`src/rtl/cu_pipe.sv`:
```
// rtl/cu_pipe.sv - pipelined decode control unit: IF/ID decode into ID/EX with hazard, flush, freeze, halt
// Optional RV32M decode with multi-cycle EX stall is built when CU_MULDIV_EN is defined.
module cu_pipe #(
  parameter int RF_AW   = 5,
  parameter int MUL_LAT = 4,
  parameter int DIV_LAT = 16
) (
  input  logic             clk,
  input  logic             rst_n,
  input  logic             if_valid,
  input  logic [31:0]      if_instr,
  input  logic             flush,
  input  logic             dmem_stall,
  input  logic             imem_stall,
  output logic             pc_en,
  output logic             ex_valid,
  output logic [15:0]      ex_cw,
  output logic [4:0]       ex_aluop,
  output logic [RF_AW-1:0] ex_rd,
  output logic [RF_AW-1:0] ex_rs1,
  output logic [RF_AW-1:0] ex_rs2,
  output logic             md_busy,
  output logic             illegal
);

  localparam logic [4:0] OP_ADD  = 5'b00001;
  localparam logic [4:0] OP_SUB  = 5'b00010;
  localparam logic [4:0] OP_AND  = 5'b00011;
  localparam logic [4:0] OP_OR   = 5'b00100;
  localparam logic [4:0] OP_XOR  = 5'b00101;
  localparam logic [4:0] OP_SLL  = 5'b00110;
  localparam logic [4:0] OP_SRL  = 5'b00111;
  localparam logic [4:0] OP_SRA  = 5'b01000;
  localparam logic [4:0] OP_SLT  = 5'b01001;
  localparam logic [4:0] OP_SLTU = 5'b01010;

  typedef enum logic [1:0] {
    ST_RUN, ST_HALT
`ifdef CU_MULDIV_EN
    , ST_MDWAIT
`endif
  } state_t;

  function automatic logic [4:0] f3_op(input logic [2:0] f3, input logic alt);
    case (f3)
      3'b000:  f3_op = OP_ADD;
      3'b001:  f3_op = OP_SLL;
      3'b010:  f3_op = OP_SLT;
      3'b011:  f3_op = OP_SLTU;
      3'b100:  f3_op = OP_XOR;
      3'b101:  f3_op = alt ? OP_SRA : OP_SRL;
      3'b110:  f3_op = OP_OR;
      default: f3_op = OP_AND;
    endcase
  endfunction

  logic [6:0] opc, f7;
  logic [2:0] f3;
  logic [4:0] rd_f, rs1_f, rs2_f;
  assign opc   = if_instr[6:0];
  assign rd_f  = if_instr[11:7];
  assign f3    = if_instr[14:12];
  assign rs1_f = if_instr[19:15];
  assign rs2_f = if_instr[24:20];
  assign f7    = if_instr[31:25];

  logic        md_op, rd1_en, rd2_en, src1, src2, jump, mwr, mrd, ldq, stq, rwr, bad;
  logic [2:0]  br;
  logic [1:0]  m2r;
  logic [4:0]  aop;
  logic [15:0] dec_cw;
  logic [4:0]  dec_aop;
  logic        dec_ill;

  always_comb begin
    md_op = 1'b0; rd1_en = 1'b0; rd2_en = 1'b0; src1 = 1'b0; src2 = 1'b0;
    jump = 1'b0; mwr = 1'b0; mrd = 1'b0; ldq = 1'b0; stq = 1'b0; rwr = 1'b0;
    bad = 1'b0; br = 3'b000; m2r = 2'b00; aop = OP_ADD;
    case (opc)
      7'b0110111: begin src2 = 1'b1; rwr = 1'b1; end
      7'b0010111: begin src1 = 1'b1; src2 = 1'b1; rwr = 1'b1; end
      7'b1101111: begin src1 = 1'b1; src2 = 1'b1; jump = 1'b1; m2r = 2'b10; rwr = 1'b1; end
      7'b1100111: begin rd1_en = 1'b1; src2 = 1'b1; jump = 1'b1; m2r = 2'b10; rwr = 1'b1; end
      7'b1100011: begin
        rd1_en = 1'b1; rd2_en = 1'b1; aop = OP_SUB;
        case (f3)
          3'b000:  br = 3'b001;
          3'b001:  br = 3'b010;
          3'b100:  br = 3'b011;
          3'b101:  br = 3'b100;
          3'b110:  br = 3'b101;
          3'b111:  br = 3'b110;
          default: bad = 1'b1;
        endcase
      end
      7'b0000011: begin rd1_en = 1'b1; src2 = 1'b1; mrd = 1'b1; ldq = 1'b1; m2r = 2'b01; rwr = 1'b1; end
      7'b0100011: begin rd1_en = 1'b1; rd2_en = 1'b1; src2 = 1'b1; mwr = 1'b1; stq = 1'b1; end
      7'b0010011: begin rd1_en = 1'b1; src2 = 1'b1; rwr = 1'b1; aop = f3_op(f3, if_instr[30]); end
      7'b0110011: begin
        rd1_en = 1'b1; rd2_en = 1'b1; rwr = 1'b1;
        if (f7 == 7'b0000000) aop = f3_op(f3, 1'b0);
        else if (f7 == 7'b0100000 && f3 == 3'b000) aop = OP_SUB;
        else if (f7 == 7'b0100000 && f3 == 3'b101) aop = OP_SRA;
`ifdef CU_MULDIV_EN
        else if (f7 == 7'b0000001) begin md_op = 1'b1; aop = {2'b10, f3}; end
`endif
        else bad = 1'b1;
      end
      default: bad = 1'b1;
    endcase
    // register fields wider than the implemented file (RV32E) are illegal
    if ((rd1_en && |(rs1_f >> RF_AW)) || (rd2_en && |(rs2_f >> RF_AW)) || (rwr && |(rd_f >> RF_AW)))
      bad = 1'b1;
    if (rd_f == 5'd0) rwr = 1'b0;
    dec_ill = bad;
    dec_cw  = bad ? 16'h0000 :
              {md_op, rd1_en, rd2_en, src1, src2, br, jump, mwr, mrd, ldq, stq, m2r, rwr};
    dec_aop = bad ? 5'b00000 : aop;
  end

  state_t           state_q;
  logic             ex_valid_q, illegal_q;
  logic [15:0]      ex_cw_q;
  logic [4:0]       ex_aluop_q;
  logic [RF_AW-1:0] ex_rd_q, ex_rs1_q, ex_rs2_q;

`ifdef CU_MULDIV_EN
  localparam int MD_MAX = (MUL_LAT > DIV_LAT) ? MUL_LAT : DIV_LAT;
  localparam int CNT_W  = $clog2(MD_MAX + 1);
  logic [CNT_W-1:0] md_cnt_q, md_lat_d;
  logic             md_busy_q;
  assign md_lat_d = f3[2] ? CNT_W'(DIV_LAT - 1) : CNT_W'(MUL_LAT - 1);
  assign md_busy  = md_busy_q;
`else
  // latency parameters only shape the M-op datapath
  assign md_busy  = 1'b0 & (MUL_LAT[0] ^ DIV_LAT[0]);
`endif

  logic dec_ok, load_use;
  assign dec_ok   = if_valid && !dec_ill;
  assign load_use = ex_valid_q && ex_cw_q[4] && (ex_rd_q != '0) && dec_ok &&
                    ((dec_cw[14] && rs1_f[RF_AW-1:0] == ex_rd_q) ||
                     (dec_cw[13] && rs2_f[RF_AW-1:0] == ex_rd_q));

  always_comb begin
    pc_en = 1'b1;
    if (flush)                      pc_en = 1'b1;
    else if (dmem_stall)            pc_en = 1'b0;
    else if (state_q != ST_RUN)     pc_en = 1'b0;
    else if (if_valid && dec_ill)   pc_en = 1'b0;
    else if (load_use)              pc_en = 1'b0;
    else                            pc_en = !imem_stall;
  end

  always_ff @(posedge clk or negedge rst_n) begin
    if (!rst_n) begin
      state_q    <= ST_RUN;
      ex_valid_q <= 1'b0;
      ex_cw_q    <= '0;
      ex_aluop_q <= '0;
      ex_rd_q    <= '0;
      ex_rs1_q   <= '0;
      ex_rs2_q   <= '0;
      illegal_q  <= 1'b0;
`ifdef CU_MULDIV_EN
      md_cnt_q   <= '0;
      md_busy_q  <= 1'b0;
`endif
    end else if (flush) begin
      state_q    <= ST_RUN;
      ex_valid_q <= 1'b0;
      ex_cw_q    <= '0;
      ex_aluop_q <= '0;
      illegal_q  <= 1'b0;
`ifdef CU_MULDIV_EN
      md_cnt_q   <= '0;
      md_busy_q  <= 1'b0;
`endif
    end else if (!dmem_stall) begin
      if (state_q == ST_HALT) begin
        ex_valid_q <= 1'b0;
`ifdef CU_MULDIV_EN
      end else if (state_q == ST_MDWAIT) begin
        md_cnt_q <= md_cnt_q - CNT_W'(1);
        if (md_cnt_q == CNT_W'(1)) begin
          state_q   <= ST_RUN;
          md_busy_q <= 1'b0;
        end
`endif
      end else if (if_valid && dec_ill) begin
        state_q    <= ST_HALT;
        illegal_q  <= 1'b1;
        ex_valid_q <= 1'b0;
        ex_cw_q    <= '0;
        ex_aluop_q <= '0;
      end else if (load_use || !if_valid || imem_stall) begin
        ex_valid_q <= 1'b0;
        ex_cw_q    <= '0;
        ex_aluop_q <= '0;
      end else begin
        ex_valid_q <= 1'b1;
        ex_cw_q    <= dec_cw;
        ex_aluop_q <= dec_aop;
        ex_rd_q    <= rd_f[RF_AW-1:0];
        ex_rs1_q   <= rs1_f[RF_AW-1:0];
        ex_rs2_q   <= rs2_f[RF_AW-1:0];
`ifdef CU_MULDIV_EN
        if (dec_cw[15] && md_lat_d != '0) begin
          state_q   <= ST_MDWAIT;
          md_cnt_q  <= md_lat_d;
          md_busy_q <= 1'b1;
        end
`endif
      end
    end
  end

  assign ex_valid = ex_valid_q;
  assign ex_cw    = ex_cw_q;
  assign ex_aluop = ex_aluop_q;
  assign ex_rd    = ex_rd_q;
  assign ex_rs1   = ex_rs1_q;
  assign ex_rs2   = ex_rs2_q;
  assign illegal  = illegal_q;

endmodule

```
`config.mk`:
```
export PLATFORM = sky130hd
export DESIGN_NAME = cu_pipe
export DESIGN_NICKNAME = d
export VERILOG_FILES = /design/src/rtl/cu_pipe.sv
export SDC_FILE = /design/constraint.sdc
export NUM_CORES = 1
export LEC_CHECK = 0
export ABC_AREA = 1
export ABC_CLOCK_PERIOD_IN_PS = 3000
export CORE_ASPECT_RATIO = 1.4
export CORE_MARGIN = 1
export CORE_UTILIZATION = 45
export CTS_CLUSTER_SIZE = 25
export DETAILED_ROUTE_END_ITERATION = 16
export PLACE_DENSITY = 0.8
export RECOVER_POWER = 25
export SYNTH_ARGS = -nofsm -noshare
export SYNTH_HDL_FRONTEND = slang
export SYNTH_SLANG_ARGS = --single-unit
```
`constraint.sdc`:
```
create_clock -name clk -period 3 [get_ports clk]
set_clock_uncertainty 0.05 [all_clocks]
set_input_delay 0.75 -clock clk [delete_from_list [all_inputs] [get_ports clk]]
set_output_delay 0.75 -clock clk [all_outputs]
set_load 0.01 [all_outputs]
```
==> run summary <==
crit-path cells -> clkbuf_2, nor2_4, nand2_8, nor2_4, inv_1, nand2_1, nand2_1, nand2_1, nand2_2, nor2_4, nor2_4, nand2_1, nand2_1, buf_2
hold crit path type -> reg2reg
failing checks -> capacitance limit, slew limit
final instance area -> 0.003603 mm²
period utilisation layout -> 0.9657
Core Box Area -> 0.004572 mm²
Leakage Power -> 1.751 nW
multi-input logic area -> 0.001318 mm²
Placement Setup Slack -> -0.6408 ns
outcome -> complete, but fails checks
port bufs -> 74
Crit Path Max Fanout -> 7
Worst Hold Path Cells -> 2
largest net degree at the start of global routing -> 35
PwrDens -> 358.6 mW/mm²
Slew headroom -> -0.2342
cell count after synthesis -> 292
most frequent CP cell -> nand2_1
CTS clk-pin slew, worst paths -> 0.07 ns
Pre-antenna DRT Iters -> 4
GRT Residual Overflow -> 0
Yosys top cell area share -> 0.3915
Worst VDD drop -> 0.2073 mV
IO Pins -> 78
Final HPWL DP -> 4467 µm
Clock Sinks -> 34
critical path's top delay family -> simple AND/OR/NAND/NOR gates
slowest library cell on the worst path -> nor2_4
Starting Density -> 0.4754
reg2reg path depth -> 12
worst endpoint required time -> 2.20 ns
final WL -> 7019 µm
Yosys warnings -> 0
most frequent cells in the layout -> nand2_1 (75), buf_4 (55), clkdlybuf4s50_1 (45)
max cap viols -> 1
Die W -> 60.74 µm
Die ar. -> 0.005116 mm²
Max Buffers Root-to-Sink -> 2
Post-synth EDFFs -> 0
min-delay src -> ex_rs1[2]
Row Count -> 29
commonest non-fill, non-tap cell in the layout -> nand2_1
Net count, final -> 459
CTS tree -> yes
Critical Path Source Type -> primary input
GPL Wtd Cong -> 0.8863
Tot GR Track Use -> 0.2961
H-tree depth -> 2
layout cell share with drive strength beyond 1 -> 0.3190
Final Hold Violating Endpoints -> 0
WHS Endpoint -> ex_rs1[2]
Worst Tran Pin Value -> 1.851 ns
Initial DRC Count -> 196
sequential area share after synthesis -> 0.3915
clock root buffer -> clkbuf_8
CP Buf/Inv Count -> 3
critical path class -> in2out
DRC -> 0
Worst R2R Start -> ex_rd[4]
Crit. Startpoint -> if_instr[3]
most area-consuming cells after synthesis -> dfrtp_1 (39%), nand2_1 (15%), nand4_1 (5.2%)
vias per cell -> 5.245
share of flip-flops with an asynchronous set or reset -> 1.000
Antenna Nets Post-Route -> 0
Crit. End Element -> output pin
fill count -> 331
syn avg cell area -> 7.443 µm²
Layout Area Growth over Synthesis -> 65.80%
Final setup viols -> 0
placed cell area -> 0.003169 mm²
fmax -> 345.2 MHz
number of global-route vias before repair -> 2574
register area -> 850.8 µm²
n_diodes -> 0
register bit count reported by yosys -> 34
Synth Flop Type -> dfrtp_1
overall via count from detail_route -> 2528
initial antenna violation count -> 0
Mapped Area -> 0.002173 mm²
Final Slew Violations -> 35
total power -> 1.292 mW
CTS buffer count -> 5
clock period minus worst slack -> 2.897 ns
Worst EP arrival -> 2.10 ns
critical path's largest stage delay -> 0.17 ns
worst-skew pair later-pin latency -> 0.28 ns
Cell variety after synth -> 31
Wirelength per Cell -> 14.56 µm
Final WS setup -> 0.1030 ns
RR Endpoint -> ex_rd[2]
top cell type by total area after synthesis -> dfrtp_1
first-pass GRT wire length -> 11420 µm
reg-to-reg slack, setup -> 1.06 ns
Die Y -> 84.23 µm
worst max path at each step:
stage	to	depth (start not counted)	slack, ns
floorplan	pc_en	14	0.15
global placement	pc_en	14	-0.59
detailed placement	pc_en	14	-0.64
CTS	pc_en	12	0.002
global route	pc_en	14	-0.03
finish	pc_en	14	0.10
report_power, final:
| part | switching, mW | internal (mW) | total (mW) | leakage [nW] |
|---|---|---|---|---|
| clock network | 0.158 | 0.177 | 0.335 | 0.0431 |
| registers | 0.0460 | 0.506 | 0.552 | 0.455 |
| logic | 0.196 | 0.209 | 0.405 | 1.25 |
| total | 0.400 | 0.892 | 1.29 | 1.75 |
routing by layer:
| layer | vias to the layer above | track usage | share of wire |
|---|---|---|---|
| met5 | - | 0 | 0 |
| met4 | 0 | 0.1281 | 0.031 |
| met3 | 20 | 0.04314 | 0.048 |
| met2 | 110 | 0.5504 | 0.57 |
| met1 | 1206 | 0.3136 | 0.35 |
| li1 | 1192 | - | - |
synthesized netlist by cell type, types with 3 or more instances:
| cell type | count |
|---|---|
| inv_1 | 26 |
| buf_4 | 6 |
| nor2_2 | 9 |
| nor2_4 | 3 |
| nand2_2 | 4 |
| buf_6 | 3 |
| o21ai_0 | 22 |
| inv_2 | 4 |
| xnor2_1 | 10 |
| nand3_1 | 18 |
| nand2_1 | 85 |
| nand4_1 | 18 |
| nor3_1 | 5 |
| nor2_1 | 24 |
| dfrtp_1 | 34 |
sequential cells by signal, summed over array words and instances, names as in the netlist:
signal	cells
ex_cw	13
illegal	1
ex_rs2	5
ex_rs1	5
ex_rd	5
ex_aluop	4
ex_valid	1
metrics by stage:
step	hold WS, ns	utilization	instances	TNS [ns]
after floorplan	0.4044	-	294	0
after global placement	0.4032	0.6932	454	-0.5912
after detailed placement	0.4142	0.6932	454	-0.8982
after CTS	0.4281	0.7742	479	0
after global routing	0.4536	0.7882	482	-0.03693
final	0.4279	0.7882	482	0
final cells by class:
| type | instances | area share |
|---|---|---|
| flip-flops and latches | 34 | 0.2361 |
| inverters | 30 | 0.03194 |
| clock buffers | 6 | 0.02292 |
| well taps | 62 | 0.02153 |
| multi-input cells | 217 | 0.3656 |
| repair buffers | 133 | 0.3219 |
worst min-delay path, delay by kind of cell (launching register included):
kind,cells,cell delay (ns)
flops,1,0.34
simple gates,2,0.11
kinds of logic after synthesis:
kind of cell / count (synthesis) / share of synthesized area
buf+inv: 43 / 0.1013
other cells: 1 / 0.001725
simple gates: 174 / 0.3852
xor+xnor: 10 / 0.04030
compound gates: 30 / 0.08003
flops: 34 / 0.3915
what timing repair did:
item                                    in CTS  in global routing
cloned                                       0                  0
endpoints found under the setup margin       1                  2
resized for setup                           69                 46
buffers inserted                            19                  3
hold buffers                                 0                  0
pin swaps                                   25                 33
No activity file was read; power rests on OpenSTA's default activity.
